File: config.mk
export PLATFORM = sky130hd
export DESIGN_NAME = timer_master
export DESIGN_NICKNAME = d
export VERILOG_FILES = /design/src/rtl/timer_pkg.sv /design/src/rtl/timer_master.sv
export SDC_FILE = /design/constraint.sdc
export NUM_CORES = 1
export LEC_CHECK = 0
export ABC_AREA = 1
export CELL_PAD_IN_SITES_DETAIL_PLACEMENT = 1
export CELL_PAD_IN_SITES_GLOBAL_PLACEMENT = 1
export CORE_ASPECT_RATIO = 0.5
export CORE_MARGIN = 4
export CORE_UTILIZATION = 30
export DETAILED_ROUTE_END_ITERATION = 6
export PLACE_DENSITY = 0.81
export SYNTH_ARGS = -nofsm -noshare
export SYNTH_HDL_FRONTEND = slang
export SYNTH_SLANG_ARGS = --single-unit
File: constraint.sdc
create_clock -name clk -period 2 [get_ports clk]
set_clock_uncertainty 0.15 [all_clocks]
set_input_delay 0.4 -clock clk [delete_from_list [all_inputs] [get_ports clk]]
set_output_delay 0.4 -clock clk [all_outputs]
set_load 0.01 [all_outputs]
File: src/rtl/timer_pkg.sv
// Register map, FSM state encoding and shared constants for timer_master.
package timer_pkg;

    localparam logic [1:0] REG_ROUNDS    = 2'b00;
    localparam logic [1:0] REG_PRESCALER = 2'b01;
    localparam logic [1:0] REG_START     = 2'b10;
    localparam logic [1:0] REG_DONE      = 2'b11;

    localparam int DONE_BIT = 0;

    // Wide enough for any DATA_W in use; the top slices off what it needs.
    localparam int                 ABORT_W         = 64;
    localparam logic [ABORT_W-1:0] ABORT_PRESCALER = '1;

    typedef enum logic [2:0] {
        IDLE,
        WR_PRE,
        WR_ROUNDS,
        WR_START,
        POLL,
        GAP,
        ABORT
    } state_t;

endpackage

File: src/rtl/timer_master.sv
// Bus initiator that programs one timer peripheral and polls its DONE flag.
// Optional poll-phase timeout is enabled with TIMER_MASTER_TIMEOUT_EN.
module timer_master
    import timer_pkg::*;
#(
    parameter int          DATA_W         = 16,
    parameter int          POLL_GAP       = 0,
    parameter int unsigned TIMEOUT_CYCLES = 1000000
) (
    input  logic              clk,
    input  logic              reset,
    input  logic              req_valid,
    output logic              req_ready,
    input  logic [DATA_W-1:0] req_rounds,
    input  logic [DATA_W-1:0] req_prescaler,
    input  logic              abort,
    output logic              busy,
    output logic              done_pulse,
    output logic              aborted,
    output logic              timeout_err,
    output logic              tmr_cs,
    output logic              tmr_we,
    output logic [1:0]        tmr_reg_sel,
    output logic [DATA_W-1:0] tmr_wdata,
    input  logic [DATA_W-1:0] tmr_rdata
);

    localparam int               GAP_W    = (POLL_GAP > 1) ? $clog2(POLL_GAP) : 1;
    localparam logic [GAP_W-1:0] GAP_LOAD = (POLL_GAP > 1) ? GAP_W'(POLL_GAP - 1) : '0;

    state_t            state;
    state_t            next_state;
    logic [DATA_W-1:0] rounds_q;
    logic [DATA_W-1:0] prescaler_q;
    logic [GAP_W-1:0]  gap_cnt;
    logic              accept;
    logic              poll_hit;
    logic              tmo_hit;
    logic              rdata_unused;

    // Request handshake: a transfer happens on a clock edge where req_valid and
    // req_ready are both high; req_ready is high exactly while the FSM is IDLE.
    assign req_ready    = (state == IDLE);
    assign busy         = (state != IDLE);
    assign accept       = req_ready && req_valid;
    assign poll_hit     = (state == POLL) && tmr_rdata[DONE_BIT];
    assign rdata_unused = ^tmr_rdata;

    always_ff @(posedge clk or posedge reset) begin
        if (reset) begin
            state <= IDLE;
        end else begin
            state <= next_state;
        end
    end

    // A poll hit outranks both abort and timeout in the same cycle.
    always_comb begin
        next_state = state;
        case (state)
            IDLE: begin
                if (req_valid) next_state = WR_PRE;
            end
            WR_PRE:    next_state = abort ? ABORT : WR_ROUNDS;
            WR_ROUNDS: next_state = abort ? ABORT : WR_START;
            WR_START:  next_state = abort ? ABORT : POLL;
            POLL: begin
                if (poll_hit)               next_state = IDLE;
                else if (abort || tmo_hit)  next_state = ABORT;
                else if (POLL_GAP > 0)      next_state = GAP;
            end
            GAP: begin
                if (abort || tmo_hit)       next_state = ABORT;
                else if (gap_cnt == '0)     next_state = POLL;
            end
            ABORT:   next_state = IDLE;
            default: next_state = IDLE;
        endcase
    end

    // Bus outputs depend on registered state and latched goals only.
    always_comb begin
        tmr_cs      = 1'b0;
        tmr_we      = 1'b0;
        tmr_reg_sel = REG_ROUNDS;
        tmr_wdata   = '0;
        case (state)
            WR_PRE: begin
                tmr_cs      = 1'b1;
                tmr_we      = 1'b1;
                tmr_reg_sel = REG_PRESCALER;
                tmr_wdata   = prescaler_q;
            end
            WR_ROUNDS: begin
                tmr_cs      = 1'b1;
                tmr_we      = 1'b1;
                tmr_reg_sel = REG_ROUNDS;
                tmr_wdata   = rounds_q;
            end
            WR_START: begin
                tmr_cs      = 1'b1;
                tmr_we      = 1'b1;
                tmr_reg_sel = REG_START;
            end
            POLL: begin
                tmr_cs      = 1'b1;
                tmr_reg_sel = REG_DONE;
            end
            ABORT: begin
                tmr_cs      = 1'b1;
                tmr_we      = 1'b1;
                tmr_reg_sel = REG_PRESCALER;
                tmr_wdata   = ABORT_PRESCALER[DATA_W-1:0];
            end
            default: begin
            end
        endcase
    end

    always_ff @(posedge clk or posedge reset) begin
        if (reset) begin
            rounds_q    <= '0;
            prescaler_q <= '0;
        end else if (accept) begin
            rounds_q    <= req_rounds;
            prescaler_q <= req_prescaler;
        end
    end

    always_ff @(posedge clk or posedge reset) begin
        if (reset) begin
            gap_cnt <= '0;
        end else if (state == POLL) begin
            gap_cnt <= GAP_LOAD;
        end else if ((state == GAP) && (gap_cnt != '0)) begin
            gap_cnt <= gap_cnt - GAP_W'(1);
        end
    end

    always_ff @(posedge clk or posedge reset) begin
        if (reset) begin
            done_pulse <= 1'b0;
            aborted    <= 1'b0;
        end else begin
            done_pulse <= poll_hit;
            aborted    <= (state == ABORT);
        end
    end

`ifdef TIMER_MASTER_TIMEOUT_EN
    localparam logic [31:0] TMO_LAST = 32'(TIMEOUT_CYCLES - 1);

    logic [31:0] tmo_cnt;
    logic        tmo_cause;
    logic        timeout_q;

    // tmo_cnt holds the number of poll-phase cycles already spent.
    assign tmo_hit     = ((state == POLL) || (state == GAP)) && (tmo_cnt == TMO_LAST);
    assign timeout_err = timeout_q;

    always_ff @(posedge clk or posedge reset) begin
        if (reset) begin
            tmo_cnt   <= '0;
            tmo_cause <= 1'b0;
            timeout_q <= 1'b0;
        end else begin
            if (state == WR_START) begin
                tmo_cnt <= '0;
            end else if ((state == POLL) || (state == GAP)) begin
                tmo_cnt <= tmo_cnt + 32'd1;
            end
            tmo_cause <= tmo_hit && (next_state == ABORT);
            timeout_q <= (state == ABORT) && tmo_cause;
        end
    end
`else
    logic tmo_unused;

    assign tmo_hit     = 1'b0;
    assign tmo_unused  = (TIMEOUT_CYCLES == 0);
    assign timeout_err = 1'b0;
`endif

endmodule

==> impl_metrics.json <==
{
  "status": "completed",
  "max_stage_delay_ns": 0.44,
  "synth_cells": 226,
  "vias_per_cell": 4.816,
  "clk_latency_ns": 0.28,
  "drv_slew": 0,
  "grt_usage": 0.1524,
  "path_max_fanout": 16,
  "synthTopCellsByArea": "dfrtp_1, o21ai_0, nand2_1, nand3_1, nor2_1",
  "grt_pass1_vias": 1880,
  "synth_most_common_cell": "nand2_1",
  "synth_edf_count": 0,
  "end_kind": "output port",
  "period_minus_slack_ns": 1.955,
  "clockBufferDepth": 2,
  "drcViolationCount": 0,
  "synth_fp_nets": 278,
  "ir_drop_uv": 447.2,
  "maxSlewHeadroom": 0.6657,
  "max_freq_mhz": 511.5,
  "final_area_sq_mm": 0.002790,
  "fillCellCount": 699,
  "io_buffer_count": 60,
  "cp_top_family": "flip-flops",
  "worstSetupPathType": "flop to output port",
  "cts.sinks": 38,
  "cts-htree-levels": 2,
  "fin_crit_sh": 0.9775,
  "drive_above_1_share": 0.2226,
  "synth_cell_type_count": 22,
  "wl_mm": 5.651,
  "seq_area_frac_synth": 0.5174,
  "cts_buffers": 5,
  "worstPathArrival_ns": 1.40,
  "grt_pass1_wl_mm": 9.259,
  "hp-class": "flop to flop",
  "core_sq_mm": 0.005705,
  "antenna_found_initial": 0,
  "synth_common_cells": "nand2_1, dfrtp_1, o21ai_0, nand3_1, nor2_1",
  "ys_ff_latch": 38,
  "switching_share": 0.3910,
  "layout.nets": 352,
  "leakagePower_nw": 1.404,
  "ys.flop_type": "dfrtp_1",
  "rows": 19,
  "ios": 77,
  "path_cells": "nor2_4 > buf_12 > o21ai_0 > o21ai_1 > buf_2",
  "place_area_sq_mm": 0.002592,
  "crit_path_start_kind": "flop",
  "dr.pass1.iters": 4,
  "finalSetupViolCount": 0,
  "p_seq_frac": 0.277,
  "yosysWarnings": 0,
  "grt_max_degree": 49,
  "postSynthAreaPerCell_sq_um": 8.133,
  "p_sw_mw": 1.793,
  "hold_violations": 0,
  "tritoncts": "yes",
  "rsz0062_at_grt": "yes",
  "die_x_um": 118.7,
  "path_clk_slew_ns": 0.06,
  "dp_hpwl_mm": 3.982,
  "slowest_stage": "dfrtp_2",
  "intPower_mw": 2.793,
  "worst_pin_slew_ns": 0.5014,
  "synthToLayoutAreaGrowth_pct": 51.80,
  "start_util": 0.3221,
  "die-area_sq_mm": 0.007519,
  "seqCellArea_sq_um": 952.2,
  "gp_congestion": 0.7644,
  "syn_area_sq_mm": 0.001838,
  "synth_top_area_share": 0.5174,
  "die_y_um": 63.35,
  "power_frac_comb": 0.497,
  "fin_util": 0.4890,
  "worstPathRequired_ns": 1.45,
  "antennaDiodeCount": 0,
  "grt-ovfl-total": 0,
  "wl_per_cell_um": 15.11,
  "root_buffer": "clkbuf_16",
  "drtIter0Drc": 60,
  "ant_nets": 0,
  "power_per_cell_area_mw_per_mm2": 1644,
  "path_buf_inv": 2,
  "multiInputGateArea_sq_um": 745.7,
  "fin_tns_setup_ns": 0,
  "maxCapViolations": 0,
  "synth_top_cell_by_area": "dfrtp_1",
  "cts.hold.buffers_added": 0,
  "clockPowerShare": 0.226,
  "async_flop_share": 1.000,
  "vias": 1801
}
==> through the flow <==
stage	hold slack [ns]	worst slack, ns	cells	power, mW
floorplan	0.2866	0.2080	226	2.440
global placement	0.3033	-0.07096	362	3.492
detailed placement	0.3038	-0.1448	362	3.600
CTS	0.3188	-0.07041	372	4.557
global route	0.3392	-0.02272	374	4.917
finish	0.3195	0.04500	374	4.586
==> worst reg2reg max path, stage by stage, from the launching register on <==
cell and delay, ns:
dfrtp_2 0.44, buf_6 0.15, nor2_4 0.14, nand2_4 0.08, clkinv_4 0.05, buf_4 0.20
nand2_2 0.10, buf_12 0.20, nor2_1 0.15, a21oi_2 0.04
==> cell families after synthesis <==
group                  Yosys count  synth area share
AND/OR/NAND/NOR                 99            0.2355
AO/OA/AOI/OAI                   50            0.1443
flip-flops                      38            0.5174
buffers and inverters           38            0.1007
other                            1          0.002040
==> placed cells by master (no fill, tap or decap), types with 5 or more instances in the layout <==
cell,n
nand2_1,43
clkdlybuf4s50_1,38
dfrtp_1,37
nand3_1,23
nor2_1,23
inv_1,20
buf_2,17
o21ai_0,15
a21oi_1,13
o21ai_1,13
buf_4,13
buf_6,6
o21ai_2,5
clkbuf_16,5
==> power groups by stage <==
stage	clock network, mW	logic (mW)	registers [mW]
2_1_floorplan	0	1.21	1.23
3_3_place_gp	0	2.25	1.24
3_5_place_dp	0	2.33	1.27
4_1_cts	1.05	2.24	1.26
5_1_grt	1.09	2.53	1.30
6_report	1.04	2.28	1.27
==> worst paths after layout <==
| kind | startpoint | endpoint | slack, ns | cells past startpoint |
|---|---|---|---|---|
| hold / removal | rounds_q[14]$_DFFE_PP0P_ | rounds_q[14]$_DFFE_PP0P_ | 0.32 | 2 |
| max in group asynchronous | reset | state[0]$_DFFE_PP0P_ | 0.93 | 3 |
| hold reg to reg | rounds_q[14]$_DFFE_PP0P_ | rounds_q[14]$_DFFE_PP0P_ | 0.32 | 2 |
| setup / recovery | state[0]$_DFFE_PP0P_ | tmr_wdata[7] | 0.05 | 5 |
| min in group asynchronous | reset | aborted$_DFF_PP0_ | 0.40 | 3 |
| setup reg to reg | state[0]$_DFFE_PP0P_ | prescaler_q[2]$_DFFE_PP0P_ | 0.18 | 9 |
==> state kept, by name, indices dropped and copies added (netlist names) <==
| register | count |
|---|---|
| gap_cnt | 1 |
| done_pulse | 1 |
| prescaler_q | 16 |
| rounds_q | 16 |
| state | 3 |
| aborted | 1 |
==> metal layers <==
layer  global-route usage  vias up  part of all wire
met2               0.2693       38              0.52
met4              0.03896        0            0.0071
met5                    0        -                 0
met3              0.03575        4             0.036
li1                     -      874                 -
met1               0.1890      885              0.43
==> cell type report <==
cell class / count / area share
clock buffer: 5 / 0.04484
multi-input combinational: 150 / 0.2673
inverter: 24 / 0.03408
timing repair buffer: 81 / 0.2552
clock inverter: 3 / 0.02466
sequential: 38 / 0.3413
tap: 73 / 0.03274
==> repair_timing <==
action	4_1_cts	5_1_grt
cloned	1	1
buffers inserted	1	1
pin swaps	0	2
endpoints found under the hold margin	0	0
setup endpoints to repair	22	20
resized for setup	96	20
No activity file was read; power rests on OpenSTA's default activity.
